**src/rtl/ls_sequencer.sv**
```systemverilog
`default_nettype none
// ============================================================================
// Module      : ls_sequencer
// Description : Moore control sequencer for a load/store datapath. Runs the
//               instruction fetch (T0..T2), the base+offset address
//               calculation (T3..T4) and the ld / ldi / st execution steps
//               (T5..T7). It stretches memory accesses with wait states and
//               raises a sticky fault when memory never answers.
// Revision    : 1.0 - initial release
// ----------------------------------------------------------------------------
// Ports
//   clock     in   1  rising-edge clock
//   clear     in   1  asynchronous active-low reset
//   start     in   1  begin one instruction (sampled in IDLE only)
//   opcode    in   5  IR[31:27], valid from T3 onward
//   mem_ready in   1  memory access completes this cycle
//   fault_ack in   1  releases FAULT back to IDLE
//   ctrl      out 16  datapath strobes
//   ALUCode   out  5  ALU operation select
//   busy      out  1  high outside IDLE and FAULT
//   done      out  1  one-cycle completion pulse
//   illegal   out  1  qualifies done: opcode was not recognised
//   fault     out  1  memory timeout, held until fault_ack
//   state     out  4  current state encoding (debug)
// ============================================================================
module ls_sequencer #(
    parameter logic [4:0] ALU_INCPC = 5'b11111,
    parameter logic [4:0] ALU_ADD   = 5'b00011,
    parameter logic [4:0] OPC_LD    = 5'b00000,
    parameter logic [4:0] OPC_LDI   = 5'b00001,
    parameter logic [4:0] OPC_ST    = 5'b00010,
    parameter int         MAX_WAIT  = 15
) (
    input  logic        clock,
    input  logic        clear,
    input  logic        start,
    input  logic [4:0]  opcode,
    input  logic        mem_ready,
    input  logic        fault_ack,
    output logic [15:0] ctrl,
    output logic [4:0]  ALUCode,
    output logic        busy,
    output logic        done,
    output logic        illegal,
    output logic        fault,
    output logic [3:0]  state
);

    // ctrl bit positions
    localparam int c_PCOUT    = 0;
    localparam int c_MARIN    = 1;
    localparam int c_ZIN      = 2;
    localparam int c_ZLOOUT   = 3;
    localparam int c_PCIN     = 4;
    localparam int c_MEMREAD  = 5;
    localparam int c_MDRIN    = 6;
    localparam int c_MDROUT   = 7;
    localparam int c_IRIN     = 8;
    localparam int c_GRB      = 9;
    localparam int c_ROUT     = 10;
    localparam int c_YIN      = 11;
    localparam int c_COUT     = 12;
    localparam int c_MEMWRITE = 13;
    localparam int c_GRA      = 14;
    localparam int c_RIN      = 15;

    localparam logic [7:0] c_MAX_WAIT = 8'(MAX_WAIT);

    typedef enum logic [3:0] {
        S_IDLE  = 4'd0,
        S_T0    = 4'd1,
        S_T1    = 4'd2,
        S_T2    = 4'd3,
        S_T3    = 4'd4,
        S_T4    = 4'd5,
        S_T5    = 4'd6,
        S_T6    = 4'd7,
        S_T7    = 4'd8,
        S_DONE  = 4'd9,
        S_FAULT = 4'd10
    } state_t;

    state_t      r_state;
    state_t      w_next;
    logic [7:0]  r_wait;
    logic [4:0]  r_op;
    logic        w_known;
    logic        w_wait_max;
    logic        w_in_wait;

    // Strobes for a given state. T5..T7 depend on the instruction, which is
    // always taken from the opcode latched at the end of T3.
    function automatic logic [15:0] f_ctrl(input state_t s, input logic [4:0] op);
        logic [15:0] v;
        v = '0;
        case (s)
            S_T0: begin
                v[c_PCOUT] = 1'b1; v[c_MARIN] = 1'b1; v[c_ZIN] = 1'b1;
            end
            S_T1: begin
                v[c_ZLOOUT] = 1'b1; v[c_PCIN] = 1'b1;
                v[c_MEMREAD] = 1'b1; v[c_MDRIN] = 1'b1;
            end
            S_T2: begin
                v[c_MDROUT] = 1'b1; v[c_IRIN] = 1'b1;
            end
            S_T3: begin
                v[c_GRB] = 1'b1; v[c_ROUT] = 1'b1; v[c_YIN] = 1'b1;
            end
            S_T4: begin
                v[c_COUT] = 1'b1; v[c_ZIN] = 1'b1;
            end
            S_T5: begin
                v[c_ZLOOUT] = 1'b1;
                if (op == OPC_LDI) begin
                    v[c_GRA] = 1'b1; v[c_RIN] = 1'b1;
                end else begin
                    v[c_MARIN] = 1'b1;
                end
            end
            S_T6: begin
                if (op == OPC_LD) begin
                    v[c_MEMREAD] = 1'b1; v[c_MDRIN] = 1'b1;
                end else begin
                    v[c_MEMWRITE] = 1'b1; v[c_GRA] = 1'b1; v[c_ROUT] = 1'b1;
                end
            end
            S_T7: begin
                v[c_MDROUT] = 1'b1; v[c_GRA] = 1'b1; v[c_RIN] = 1'b1;
            end
            default: v = '0;
        endcase
        return v;
    endfunction

    function automatic logic [4:0] f_alu(input state_t s);
        logic [4:0] a;
        case (s)
            S_T0:    a = ALU_INCPC;
            S_T4:    a = ALU_ADD;
            default: a = 5'b00000;
        endcase
        return a;
    endfunction

    assign w_known    = (opcode == OPC_LD) || (opcode == OPC_LDI) || (opcode == OPC_ST);
    assign w_wait_max = (r_wait == c_MAX_WAIT);
    assign w_in_wait  = (r_state == S_T1) || (r_state == S_T6);

    always_comb begin
        w_next = r_state;
        case (r_state)
            S_IDLE:  if (start) w_next = S_T0;
            S_T0:    w_next = S_T1;
            S_T1: begin
                if (mem_ready)       w_next = S_T2;
                else if (w_wait_max) w_next = S_FAULT;
            end
            S_T2:    w_next = S_T3;
            S_T3:    w_next = w_known ? S_T4 : S_DONE;
            S_T4:    w_next = S_T5;
            S_T5:    w_next = (r_op == OPC_LDI) ? S_DONE : S_T6;
            S_T6: begin
                if (mem_ready)       w_next = (r_op == OPC_LD) ? S_T7 : S_DONE;
                else if (w_wait_max) w_next = S_FAULT;
            end
            S_T7:    w_next = S_DONE;
            S_DONE:  w_next = S_IDLE;
            S_FAULT: if (fault_ack) w_next = S_IDLE;
            default: w_next = S_IDLE;
        endcase
    end

    // Outputs are registered from the next state so that each one is a pure
    // function of the state the machine is in during that cycle.
    always_ff @(posedge clock or negedge clear) begin
        if (!clear) begin
            r_state <= S_IDLE;
            r_wait  <= 8'd0;
            r_op    <= 5'd0;
            ctrl    <= 16'd0;
            ALUCode <= 5'd0;
            busy    <= 1'b0;
            done    <= 1'b0;
            illegal <= 1'b0;
            fault   <= 1'b0;
        end else begin
            r_state <= w_next;

            if (r_state == S_T3) r_op <= opcode;

            // Counter restarts on entering a wait-capable state and counts
            // cycles spent there without mem_ready.
            if ((w_next != r_state) && ((w_next == S_T1) || (w_next == S_T6)))
                r_wait <= 8'd0;
            else if (w_in_wait && !mem_ready)
                r_wait <= r_wait + 8'd1;

            ctrl    <= f_ctrl(w_next, r_op);
            ALUCode <= f_alu(w_next);
            busy    <= (w_next != S_IDLE) && (w_next != S_FAULT);
            done    <= (w_next == S_DONE);
            illegal <= (r_state == S_T3) && !w_known;
            fault   <= (w_next == S_FAULT);
        end
    end

    assign state = r_state;

endmodule
`default_nettype wire
```
**config.mk**
```make
export PLATFORM = sky130hd
export DESIGN_NAME = ls_sequencer
export DESIGN_NICKNAME = d
export VERILOG_FILES = /design/src/rtl/ls_sequencer.sv
export SDC_FILE = /design/constraint.sdc
export NUM_CORES = 1
export LEC_CHECK = 0
export BUFFER_PORTS_ARGS = -buffer_cell sky130_fd_sc_hd__buf_2
export CAP_MARGIN = 20
export CORE_ASPECT_RATIO = 0.8
export CORE_MARGIN = 2
export CORE_UTILIZATION = 50
export DETAILED_ROUTE_END_ITERATION = 7
export PLACE_DENSITY = 0.8
export SYNTH_ARGS = -nofsm -noshare
export SYNTH_HDL_FRONTEND = slang
export SYNTH_SLANG_ARGS = --single-unit
```
**constraint.sdc**
```tcl
create_clock -name clock -period 4.64 [get_ports clock]
set_input_delay 0.928 -clock clock [delete_from_list [all_inputs] [get_ports clock]]
set_output_delay 0.928 -clock clock [all_outputs]
set_load 0.005 [all_outputs]
```
Yosys cells after proc, flatten, opt, wreduce, memory -nomap -nowiden
Index checks and enable logic that the tools add are counted.
{"block": "totals", "regBits": 42, "latchBits": 0, "mem_bits_rw": 0, "mem_bits_ro": 0, "inputBits": 10, "memories": 0}
{"block": "op_classes", "n_addsub": 1, "multipliers": 0, "div_mod_pow": 0, "magnitude_cmp": 0, "n_eq_ne": 25, "n_shift": 0, "n_mux": 31, "bitwise_logic": 0, "n_reduce_logical": 18}
{"op": "one-hot mux 4 bit (10 select lines)", "count": 1}
{"op": "equality test 4 x 3 -> 1 bit (second input constant)", "count": 8}
{"op": "two-way mux 4 bit", "count": 7}
{"op": "equality test 4 bit (second input constant)", "count": 5}
{"op": "equality test 4 x 2 -> 1 bit (second input constant)", "count": 4}
{"op": "two-way mux 8 bit", "count": 2}
{"op": "two-way mux 1 bit", "count": 12}
{"op": "equality test 5 x 1 -> 1 bit (second input constant)", "count": 2}
{"op": "zero test 5 bit", "count": 2}
{"op": "one-hot mux 5 bit (2 select lines)", "count": 1}
{"op": "adder 8 x 1 -> 8 bit (second input constant)", "count": 1}
{"op": "equality test 4 x 1 -> 1 bit (second input constant)", "count": 2}
{"op": "equality test 8 x 4 -> 1 bit (second input constant)", "count": 1}
{"op": "two-way mux 2 bit", "count": 3}
{"op": "one-hot mux 1 bit (2 select lines)", "count": 3}
{"op": "OR reduction 2 bit", "count": 3}
{"op": "equality test 5 x 2 -> 1 bit (second input constant)", "count": 1}
{"op": "logical AND 1 bit", "count": 4}
{"op": "zero test 4 bit", "count": 1}
{"op": "logical OR 1 bit", "count": 4}
{"op": "inequality test 4 bit", "count": 1}
{"op": "inequality test 4 bit (second input constant)", "count": 1}
{"op": "one-hot mux 2 bit (2 select lines)", "count": 1}
{"op": "nonzero test 4 bit", "count": 1}
{"op": "other kinds (3)", "count": 4}

Longest topological paths before layout
Gate-level depths: netlist of run 1.
{"block": "depth", "ltp_word": 9, "depth_mapped": 8}

Least setup slack after synthesis of run 1
Ideal clock, no wire load.
{"block": "synth_path", "kind": "in2reg", "from": "in mem_ready", "to": "reg r_wait[0]", "setup_time_ps": 138, "arrival_ps": 2234, "setup_slack_ps": 2267, "path_stages": 6, "path_cell_list": "clkbuf_1 -> nor3_1 -> a21oi_2 -> nand4b_4 -> nor4_4 -> nor3_1"}
{"block": "synth_between", "elab_chain_cells": 6}
{"element": "from (decl)", "line_no": "38", "text": "input logic mem_ready,"}
{"element": "two-way mux 4 bit, on equally long branches", "line_no": "164, 156"}
{"element": "one-hot mux 4 bit (10 select lines) (*)", "line_no": "152", "text": "case (r_state)"}
{"element": "via w_next[2]", "line_no": "84", "text": "state_t w_next;"}
{"element": "equality test 4 x 2 -> 1 bit / equality test 4 x 3 -> 1 bit (equally long branches)", "line_no": "194", "text": "if ((w_next != r_state) && ((w_next == S_T1) || (w_next == S_T6)))"}
{"element": "logical OR 1 bit", "line_no": "194"}
{"element": "logical AND 1 bit (*)", "line_no": "194"}
{"element": "two-way mux 8 bit / nonzero test 2 bit (equally long branches)"}
{"element": "to (signal assigned)", "line_no": "197", "text": "r_wait <= r_wait + 8'd1;"}
{"element": "to (decl)", "line_no": "85", "text": "logic [7:0] r_wait;"}
Mark *: on every way through the listed nets, which the timed path passes. The rest lies on a longest branch.
A chain may end at the register's enable or synchronous reset.

Worst setup path in the final report of run 1
{"block": "layout_path", "from": "in opcode[0]", "to": "reg r_wait[0]"}
{"block": "layout_between", "elab_chain_cells": 9}
{"element": "from (decl)", "line_no": "37", "text": "input logic [4:0] opcode,"}
{"element": "equality test 5 x 1 -> 1 bit / zero test 5 bit (equally long branches)", "line_no": "146", "text": "assign w_known = (opcode == OPC_LD) || (opcode == OPC_LDI) || (opcode == OPC_ST);"}
{"element": "logical OR 1 bit", "line_no": "146"}
{"element": "logical OR 1 bit (*)", "line_no": "146"}
{"element": "two-way mux 4 bit (*)", "line_no": "160", "text": "S_T3: w_next = w_known ? S_T4 : S_DONE;"}
{"element": "one-hot mux 4 bit (10 select lines) (*)", "line_no": "152"}
{"element": "via w_next[3]", "line_no": "84"}
{"element": "equality test 4 x 2 -> 1 bit / equality test 4 x 3 -> 1 bit (equally long branches)", "line_no": "194"}
{"element": "logical OR 1 bit", "line_no": "194"}
{"element": "logical AND 1 bit (*)", "line_no": "194"}
{"element": "two-way mux 8 bit / nonzero test 2 bit (equally long branches)"}
Marked as above.

==> flow_results.org, run 1 <==
** Min path
- The tightest min-delay check is of the reg2reg type.
- Counting instances, the worst hold path has a depth of 1.

** Global routing
- Summed over all layers, the global routing overflow is 0.
- The first global-routing pass estimated between 6000 and 7000 um of wire.
- For this run, the total global-route usage over all layers was measured as 0.207.
- Maximum number of pins on one net before global-route repair :: 36
- The number of global-route vias before repair was between 1000 and 1500.
- Initial antenna violation count :: 0

** Logic synthesis
- Number of register bits inferred by synthesis :: 35
- Dominant register cell in the synthesized netlist :: dfrtp_1
- The number of nets handed over by synthesis was 166.
- Area share of the largest cell type after synthesis :: 0.505
- For this run, the register share of the synthesized area comes to 0.505.
- Number of cells produced by synthesis :: approximately 160
- The synthesized design contains 0 enable-type register cells.
- Most numerous cell in the Yosys netlist :: dfrtp_1
- Number of unique standard cell types used by synthesis :: 47
- Synthesized cell area :: around 1700 um2
- The largest total area in the synthesized netlist belongs to dfrtp_1.
- Most used standard cells in the synthesized netlist :: dfrtp_1, nand2_1, buf_4, nor3_1, inv_1
- Average size of a mapped cell :: roughly 11 um2
- By area the synthesized netlist is led by dfrtp_1, buf_4, nor4_4.
- Synthesis Warnings :: 0
- FFs w/ async S/R, synth :: 1.00

** Drt
- Dividing the detail-routed via count by the number of cells gives approximately 5.5.
- DR WL met3 :: just under 300 um
- Summed over all nets, wire length on met2 after detailed routing comes to 1620 um.
- After detailed routing, no signal wire sits above met4.
- First DRT Iteration DRCs :: approximately 100
- Routed wire length :: about 3600 um
- Number of iterations in the first detailed-routing pass :: 4
- In the routed design, unresolved DRC markers number 0.
- WL met1 :: roughly 1600 um
- In the final routed layout, each cell accounts on average for ~15 um.
- Count of nets left with antenna violations after detail routing :: 0
- Total number of vias :: 1282

** Outcome
- The run finished with clean final reports.

** Setup path
- Crit-path leading delay family :: simple AND/OR/NAND/NOR gates
- In this run the critical register-to-register path is captured at r_wait[0].
- Following the worst setup path forward leads to its endpoint at r_wait[0].
- Of all nets on the critical path, the largest fanout is 8.
- On the worst path, the slowest cell contributes a delay of ~0.53 ns.
- STA puts the critical path data required time at 4.78 ns.
- The worst setup path is launched from a primary input.
- The worst register-to-register path begins at state[3].
- Crit path kind :: in2reg
- Crit. End Element :: flip-flop
- Critical Path Start :: opcode[0]
- FF-to-FF path depth :: 6
- Setup slack of the worst register-to-register path :: 2.31 ns
- Buffer and inverter count on the worst path :: 1
- Path length in cells of the critical path :: 6
- For the worst setup path, the data arrival time is roughly 2.6 ns.
- Cells along the critical path :: buf_2, a2111oi_0, nand2b_1, nand4_2, nor4_4, nor3_1
- Critical Path Slowest Stage Cell :: nor4_4

** Timing
- Worst clock skew on the final layout :: 0.00746 ns
- Portion of the clock cycle consumed by the worst path in the final layout :: 0.530
- The routed design could run at a clock period as short as 2.46 ns.
- Sum Neg Setup Slack :: 0 ns
- Transition time at the pin with the least slew margin :: 0.750 ns
- Rel. slew slack :: 0.500
- The final hold violation count came to 0.
- The number of slew-limit violations in the final report is 0.
- Maximum frequency from static timing analysis :: between 400 and 500 MHz
- On the final layout, the worst hold slack is between 0.5 and 0.6 ns.
- Unrepaired setup endpoints after global routing :: no
- Final setup vio count :: 0

** Run
- The tool flagged a number of max-cap violations equal to 0.

** Placed design
- Routability-driven placement congestion ratio :: 0.921
- Summed over all nets, the half-perimeter wirelength after detailed placement is 2630 um.
- Buffers on Ports :: 38

** Clocking
- The longest clock path from root to sink contains 2 buffers.
- Clock sink total :: 35
- The tree is rooted in a clkbuf_8.
- In this run, post-CTS hold repair placed 0 buffers.
- The number of clock buffers added by TritonCTS is 5.
- Once the clock tree was built, the setup fixing pass inserted 0 buffers.
- CTS tree :: done
- Clock-pin slew was measured on the worst setup and hold paths at ~0.070 ns.
- Number of levels in the clock H-tree :: 2
- CTS-repair resized insts :: 0
- The later pin in the worst-skew pair is clocked with a latency of between 0.2 and 0.3 ns.

** Floorplanning
- Die area :: around 4000 um2
- For this configuration, the core starts out at a cell density of 0.514.
- From bottom edge to top edge, the die measures roughly 57 um.
- The floorplan step set the die width to roughly 70 um.
- Area of the core :: roughly 3400 um2
- For this design the top-level I/O count stands at 39.
- Number of placement rows :: 19

** Power
- Leakage Power :: 0.986 nW
- Cell internal power was estimated by the tool at 710 uW.
- Combinational share of power :: 0.404
- Clk network pwr share :: 0.178
- IR analysis of the VDD net gives a maximum drop of 0.400 mV.
- In this run the power density over the cells is about 590 nW/um2.
- NetSw :: ~460 uW
- Of the total power, registers draw 0.418.
- Of the total power, the share spent switching nets is 0.394.

** Layout
- For this run, the share of the core covered by cells in the final layout is 0.586.
- Summing all multi-input logic gate instances after layout gives ~750 um2.
- Across the whole layout, storage elements account for 876 um2.
- The final layout contains between 150 and 200 nets.
- Antenna Diode Count :: 0
- Share of layout cells above drive strength 1 :: 0.333
- The area growth from synthesis to layout is 14.0%.
- After filler insertion, the fill cell instance count of the layout stands at around 310.
-- cell usage in the layout (no fill, tap or decap), types with 3 or more instances in the layout --
master / count
nor3b_1: 4
o21ai_0: 6
buf_2: 38
nor2b_1: 3
xnor2_1: 5
clkbuf_8: 5
nand2b_1: 6
dfrtp_1: 35
nor2_1: 4
nor3_1: 9
nand3_1: 6
inv_1: 8
nor4_4: 3
mux2_2: 4
nand2_1: 11
-- final cells by class --
type                       count  area share
sequential                    35       0.443
multi-input combinational    100       0.378
timing repair buffer          38      0.0962
clock buffer                   7      0.0386
tap                           42      0.0266
inverter                       8      0.0152
clock inverter                 1     0.00253
-- state kept, by name (all words and copies together) (netlist names) --
signal   count
done         1
fault        1
ctrl        13
r_wait       8
ALUCode      1
busy         1
illegal      1
r_op         5
state        4
-- routing by layer --
metal,GRT usage,vias to the layer above
met2,0.288,57
li1,-,603
met5,0,-
met3,0.0808,2
met1,0.302,620
met4,0.0577,0
-- worst min path at each step --
stage             from      end  slack [ns]
2_1_floorplan  r_op[2]  r_op[2]        0.54
4_1_cts        r_op[4]  r_op[4]        0.59
6_report       r_op[2]  r_op[2]        0.59
3_3_place_gp   r_op[4]  r_op[4]        0.55
5_1_grt        r_op[2]  r_op[2]        0.60
3_5_place_dp   r_op[4]  r_op[4]        0.58
-- worst reg2reg max path: cells and delay by family, from the launching register on --
kind,cells,cell delay [ns]
flops,1,0.61
compound gates,2,0.47
simple gates,4,1.11
-- logic make-up (layout without fill, tap and decap cells) --
logic type | after synthesis | count (layout) | share of synthesized area
and+or+nand+nor | 63 | 63 | 0.250
DFF | 35 | 35 | 0.505
AOI/OAI and AO/OA | 24 | 24 | 0.107
buffers and inverters | 20 | 54 | 0.0642
xor gates and xnor gates | 7 | 7 | 0.0354
muxes | 5 | 5 | 0.0317
adders and majority gates | 1 | 1 | 0.00721
-- metrics by stage --
| stage | setup slack (ns) | instance area (um2) | power [mW] | std cells |
|---|---|---|---|---|
| after floorplan | 2.27 | 1730 | 0.830 | 155 |
| after global placement | 2.00 | 1900 | 0.949 | 223 |
| after global routing | 2.05 | 1980 | 1.26 | 231 |
| final | 2.18 | 1980 | 1.17 | 231 |
| after detailed placement | 1.93 | 1900 | 0.969 | 223 |
| after CTS | 2.23 | 1980 | 1.18 | 231 |
-- power by group through the flow --
stage                     Clock, mW  Sequential [mW]  Combinational (mW)
after floorplan                   0            0.462               0.368
after global placement            0            0.487               0.462
after detailed placement          0            0.494               0.475
after CTS                     0.215            0.490               0.477
after global routing          0.236            0.503               0.523
final                         0.208            0.490               0.474
Power figures use the tool's default switching activity.
==> run 2, diff against run 1 <==
--- a/config.mk
+++ b/config.mk
@@ -9,7 +9,7 @@
 export CAP_MARGIN = 20
 export CORE_ASPECT_RATIO = 0.8
 export CORE_MARGIN = 2
-export CORE_UTILIZATION = 50
+export CORE_UTILIZATION = 48
 export DETAILED_ROUTE_END_ITERATION = 7
 export PLACE_DENSITY = 0.8
 export SYNTH_ARGS = -nofsm -noshare
==> constraint.sdc (replaced) <==
create_clock -name clock -period 2 [get_ports clock]
set_input_delay 0.4 -clock clock [delete_from_list [all_inputs] [get_ports clock]]
set_output_delay 0.4 -clock clock [all_outputs]
set_load 0.005 [all_outputs]
==> run 2 against run 1 <==
Clock-buffer cell count fell by 2. Combinational power rose to 3.5 times the previous value. Die area rose by 3.9%. Global-route usage rose by 1.6 points. Critical path depth rose by 2. Clock skew fell by 0.0033 ns. Critical endpoint is now r_wait[2].
==> flow_results.org, run 2 (same netlist as run 1, synthesis figures left out) <==
** Clocking
- The later pin in the worst-skew pair is clocked with a latency of approximately 0.29 ns.
- TritonCTS created 5 clock buffers.
- Clock-pin slew was measured on the worst setup and hold paths at 0.06 ns.
- The clock passes through at most 2 buffers.
- The tree is rooted in a clkbuf_8.
- The H-tree was split into 2 levels.
- CTS tree :: done
- Clock tree synthesis found a total of 35 sinks.

** Layout
- Max FFs per register :: 13
- Most common library cell in the layout ignoring fill and taps :: buf_2
- Commonest non-fill, non-tap cells in the layout :: buf_2, buf_4, dfrtp_1, nand2_1, nor3_1
- Register bank with the most flops :: ctrl
- The largest registers in the layout are ctrl x13, r_wait x8, r_op x5.
- Antenna Diode Count :: 0
- Fin util :: 0.670
- In the final design database the tool counted 233 nets.
- In the final layout, flip-flops and latches occupy approximately 880 um2.
- Layout area overhead :: 33.2%
- Summing all multi-input logic gate instances after layout gives around 810 um2.
- Of the cells placed in the final design, the portion with a size suffix greater than 1 is 0.507.
- Filler Cells Inserted :: 261

** Setup path
- Buffer and inverter count on the worst path :: 2
- The critical path goes through nor4_4, buf_4, a21boi_2, a21oi_2, nand4b_4, nor4_4, buf_6, nor3b_1.
- The worst setup path is launched from a flip-flop.
- Critical Path Slowest Stage Cell :: dfrtp_1
- The cell that appears most often on the critical path is nor4_4.
- Maximum net fanout on the critical path :: 8
- STA puts the critical path data required time at ~2.2 ns.
- CP max stage delay :: ~0.40 ns
- Data arrival time of the worst path :: 2.10 ns
- The kind of cell with the highest combined delay along the critical path is simple AND/OR/NAND/NOR gates.
- The critical path is of the reg2reg type.
- Crit. End Element :: flip-flop

** Floorplanning
- After floorplanning, the core was sized to cover 3450 um2.
- Initial core utilization :: 0.503
- Die boundary height :: roughly 58 um
- The floorplan step defined a die boundary enclosing slightly above 4000 um2.
- The die is 71.2 um wide.
- Number of ports placed on the die boundary :: 39
- The floorplan has 19 rows.

** Power
- Of the total power, the share spent switching nets is 0.377.
- The analysis attributes to cell leakage a power of approximately 1.2 nW.
- Cell-internal power :: between 2 and 2.5 mW
- Cell area power density :: approximately 1400 nW/um2
- Across the VDD grid, the largest voltage drop is around 0.84 mV.
- Combinational share of power :: 0.514
- Of the total power, the clock network draws 0.149.
- NetSw :: 1.22 mW
- Of the total power, registers draw 0.337.

** Global routing
- The initial antenna violation count was 0.
- Busiest layer in global routing :: met2
- Met1 usage :: 0.285
- For this run, the total global-route usage over all layers was measured as 0.224.
- Fraction of met3 tracks used by global routing :: 0.0835
- Wire length of the first global-routing pass :: just under 7000 um
- GR Overflow Total :: 0
- Entering global routing, the biggest net connects 36 pins.
- The number of global-route vias before repair is 1435.
- GR met2 Demand/Resource :: 0.351

** Timing
- Worst hold slack :: between 0.15 and 0.2 ns
- Derived from the worst setup path, the maximum achievable clock frequency is between 500 and 600 MHz.
- Slack of the critical path :: between 0.07 and 0.08 ns
- Portion of the clock cycle consumed by the worst path in the final layout :: 0.962
- Setup violations remaining at the end of the flow were counted as 0.
- The final hold violation count is 0.
- Headroom to the max-slew limit came out at 0.499.
- On the final layout, the worst clock skew is ~0.0042 ns.
- Min Tclk post-route :: just under 2 ns
- Max-slew violation count :: 0
- At the pin with the least slew margin, the transition time is 0.752 ns.

** Drt
- Wires add up to roughly 4200 um.
- In this run the remaining antenna-violating nets after routing total 0.
- Number of iterations in the first detailed-routing pass :: 4
- Dividing the detail-routed wire length by the instance count gives approximately 16 um.
- Routed via count divided by cell count :: ~5.5
- After the first detailed-routing iteration, the DRC count stood at 39.
- Total number of vias :: ~1500
- DRC violations left :: 0

** Placed design
- Before CTS, the worst setup slack after placement is -0.0591 ns.
- During placement, the flow inserted port buffers numbering 38.
- The congestion estimate from routability-driven global placement came to 0.860.
- HPWL Detailed :: about 3100 um

** Min path
- The min-delay analysis places its worst path in the category in2async.

** Run
- Maximum Capacitance Violations :: 0

** Outcome
- The run finished with clean final reports.
## run 2: changes by cell type in the layout (fill, tap and decap cells not counted), sizes merged
cell,previous run,this run
buf,38,72
clkbuf,7,5
clkinv,1,3
## run 2: cell type report
type,count,share of cell area
clock buffers,5,0.0298
clock inverters,3,0.00650
inverters,8,0.0130
multi-input cells,100,0.353
flip-flops and latches,35,0.381
well taps,42,0.0228
repair buffers,72,0.194
## run 2: stage by stage
stage	setup TNS, ns	cells	instance area [um2]	total power, mW
after floorplan	0	155	1730	1.93
after global placement	-0.0104	251	2110	2.50
after detailed placement	-0.396	251	2110	2.57
after CTS	0	260	2210	3.08
after global routing	-0.0231	265	2310	3.45
final	0	265	2310	3.23
## run 2: worst register-to-register path: cells and delay by family (launching register included)
kind | cells | cell delay, ns
AND/OR/NAND/NOR | 4 | 0.81
flip-flops | 1 | 0.40
buffers and inverters | 2 | 0.35
AO/OA/AOI/OAI | 2 | 0.26
## run 2: final timing paths
path / slack, ns / to / cells past startpoint / from
setup / recovery: 0.08 / r_wait[2] / 8 / r_op[1]
hold / removal: 0.16 / r_wait[3] / 1 / clear
setup reg to reg: 0.08 / r_wait[2] / 8 / r_op[1]
hold reg to reg: 0.57 / r_op[2] / 1 / r_op[2]
max in group asynchronous: 1.30 / state[2] / 1 / clear
min in group clock: 0.33 / r_op[0] / 3 / opcode[0]
## run 2: power by group through the flow
stage          logic, mW  registers [mW]  clock network, mW
5_1_grt             1.81            1.12              0.528
4_1_cts             1.50            1.09              0.495
3_5_place_dp        1.47            1.10                  0
3_3_place_gp        1.42            1.08                  0
6_report            1.66            1.09              0.481
2_1_floorplan      0.854            1.07                  0
## run 2: timing repair
action,4_1_cts,5_1_grt
pin swaps,0,3
hold buffers,0,0
resized for setup,3,18
setup endpoints to repair,10,14
setup buffers,1,5
## run 2: routing by layer
| metal | part of all wire | wire, um |
|---|---|---|
| met3 | 0.081 | 339 |
| met5 | 0 | 0 |
| met1 | 0.43 | 1800 |
| met2 | 0.46 | 1930 |
| met4 | 0.029 | 121 |
==> run 3, diff against run 2 <==
--- a/config.mk
+++ b/config.mk
@@ -5,11 +5,13 @@
 export SDC_FILE = /design/constraint.sdc
 export NUM_CORES = 1
 export LEC_CHECK = 0
-export BUFFER_PORTS_ARGS = -buffer_cell sky130_fd_sc_hd__buf_2
+export BUFFER_PORTS_ARGS = -buffer_cell sky130_fd_sc_hd__clkbuf_2
 export CAP_MARGIN = 20
+export CELL_PAD_IN_SITES_DETAIL_PLACEMENT = 2
+export CELL_PAD_IN_SITES_GLOBAL_PLACEMENT = 2
 export CORE_ASPECT_RATIO = 0.8
 export CORE_MARGIN = 2
-export CORE_UTILIZATION = 48
+export CORE_UTILIZATION = 31
 export DETAILED_ROUTE_END_ITERATION = 7
 export PLACE_DENSITY = 0.8
 export SYNTH_ARGS = -nofsm -noshare
==> run 3 against run 2 <==
The run now ends with setup timing left. Largest cell class unchanged. Core utilization fell by 21 points. Design area grew 7.5%. First-iteration DRC count is 26% higher. Worst hold slack worse by 0.013 ns. Critical path depth is 1 lower. Clock-buffer cell count grew 1. Sequential share of layout area is 2.6 points lower. Clock skew is 0.00081 ns higher.
==> flow_results.org, run 3 (same netlist as run 1, synthesis figures left out) <==
** Floorplanning
- Area of the core :: roughly 5400 um2
- Number of placement rows :: 24
- Die boundary height :: around 71 um
- The floorplan step defined a die boundary enclosing roughly 6200 um2.
- For this configuration, the core starts out at a cell density of 0.319.
- In this run the horizontal extent of the chip is about 90 um.
- During I/O placement, the number of pins put on the boundary was 39.

** Power
- Leakage Power :: ~1.2 nW
- Cell area power density :: about 1400 nW/um2
- IR analysis of the VDD net gives a maximum drop of around 0.7 mV.

** Layout
- Fin util :: 0.457
- The final layout contains 241 nets.
- The number of antenna diodes in the final layout is 0.
- Max FFs per register :: 13
- Filler Cells Inserted :: around 570
- For this run, the number of standard cells in the final layout without fillers is 308.
- The largest registers in the layout are ctrl x13, r_wait x8, r_op x5.
- In the final layout, the share of cells above drive strength 1 is 0.557.
- The area growth from synthesis to layout is 43.1%.
- Counting flops per register, the top entry is ctrl.
- Leaving out fill and tap cells, the most frequent cell in the layout is clkbuf_2.
- Leaving out fill and tap cells, the most frequent cells in the layout are clkbuf_2, buf_4, dfrtp_1, nand2_1, inv_1.

** Setup path
- Maximum net fanout on the critical path :: 4
- STA classifies the critical path endpoint as a flip-flop.
- Crit path kind :: reg2reg
- Data arrival time of the worst path :: approximately 2.2 ns
- The number of cells on the worst reg-to-reg path is 7.
- Critical Path Slowest Stage Cell :: dfrtp_1
- Worst Setup Start Kind :: flip-flop
- CP max stage delay :: just over 0.4 ns
- STA puts the critical path data required time at around 2.2 ns.
- The critical path goes through ha_1, buf_4, a41o_1, nand3_1, nand4_4, nor3b_4, or3b_1.

** Timing
- Final setup vio count :: 11
- Unrepaired setup endpoints after global routing :: yes
- Min Tclk post-route :: just over 2 ns
- Worst clock skew on the final layout :: 0.00497 ns
- The final hold violation count is 0.
- At the pin with the least slew margin, the transition time is 0.460 ns.
- Portion of the clock cycle consumed by the worst path in the final layout :: 1.03
- Once routing completed, OpenROAD measured the worst setup slack at -0.0620 ns.
- Rel. slew slack :: 0.693
- For this run, the top clock speed supported by timing is 485 MHz.
- Max-slew violation count :: 0

** Clocking
- CTS tree :: done
- Clock buffers created by TritonCTS :: 5
- The clock net in this run drives a total of 35 sinks.
- CTS clk-pin slew, worst paths :: ~0.070 ns
- Clock Path Buffers :: 2
- Number of hold buffers added after CTS :: 0
- Number of levels in the clock H-tree :: 2
- The clock reaches the later pin of the worst-skew pair after about 0.29 ns.
- Cell at the root of the clock tree :: clkbuf_8

** Global routing
- GRT Total Usage :: 0.196
- The initial antenna violation count was 0.
- Entering global routing, the biggest net connects 36 pins.
- The first global-routing pass estimated roughly 8900 um of wire.
- GR Overflow Total :: 0
- Via count of the first global-routing pass :: ~1600

** Placed design
- Routability-driven placement congestion ratio :: approximately 0.85
- HPWL Detailed :: approximately 4000 um
- Buffers on Ports :: 38
- Count of placed standard cells including taps :: just under 300

** Outcome
- Result of the run :: finished, violations left
- Violated checks :: setup timing

** Drt
- After detailed routing, the number of remaining DRC violations is 0.
- The routed layout has between 1000 and 1500 vias.
- Routed via count divided by cell count :: ~4.9
- In the final routed layout, each cell accounts on average for 19.7 um.
- Count of nets left with antenna violations after detail routing :: 0
- First DRT Iteration DRCs :: a little under 50
- Routed wire length :: 6070 um
- Before antenna repair, the detailed router went through 4 iterations.

** Min path
- Hold WC Path Type :: in2async

** Run
- Max-cap violations in this run came to 0.
run 3: layout make-up:
class / count / area, um2 / area share
clock inverters: 1 / 5.00 / 0.00202
inverters: 8 / 30.0 / 0.0121
repair buffers: 80 / 524 / 0.211
multi-input cells: 100 / 862 / 0.347
clock buffers: 6 / 82.6 / 0.0333
well taps: 78 / 97.6 / 0.0393
flip-flops and latches: 35 / 881 / 0.355
run 3: timing repair:
action / CTS / global route
endpoints found under the hold margin: 0 / 0
buffers inserted: 2 / 2
cloned: 0 / 0
setup endpoints to repair: 15 / 16
pin swaps: 4 / 10
resized for setup: 12 / 26
run 3: per-stage QoR:
step                worst slack [ns]  setup TNS [ns]  hold WS, ns  power [mW]  area [um2]
floorplan                     0.0812               0        0.104        1.93        1730
global placement             -0.0451          -0.368        0.471        2.59        2230
detailed placement            -0.155           -1.92        0.478        2.69        2230
CTS                          -0.0175         -0.0272        0.164        3.36        2370
global route                  -0.128           -1.40        0.183        3.78        2480
finish                       -0.0620          -0.544        0.150        3.58        2480
run 3: per-layer routing:
layer  part of all wire  vias up  global-route usage
met3              0.032        5              0.0373
met2               0.51       32               0.321
li1                   -      689                   -
met5                  0        -                   0
met4             0.0086        0              0.0615
met1               0.45      770               0.263
run 3: worst paths after layout:
check,from,end,slack (ns)
worst max-delay path,r_wait[1],ctrl[14],-0.06
worst min-delay path,clear,r_wait[6],0.15
worst max register to register,r_wait[1],ctrl[14],-0.06
worst min register to register,r_op[4],r_op[4],0.60
max in group asynchronous,clear,state[3],1.50
min in group clock,opcode[3],r_op[3],0.37
run 3: where the power goes:
part	switching [mW]	total (mW)	internal [mW]
logic	1.02	1.94	0.922
clock network	0.255	0.525	0.270
registers	0.189	1.12	0.927
total	1.46	3.58	2.12
run 3: worst max-delay path: cells and delay by family, from the launching register on:
family                   cells  cell delay, ns
AO/OA/AOI/OAI                1            0.25
flip-flops                   1            0.41
AND/OR/NAND/NOR              4            0.89
adder cells (fa/ha/maj)      1            0.23
buffers and inverters        1            0.15
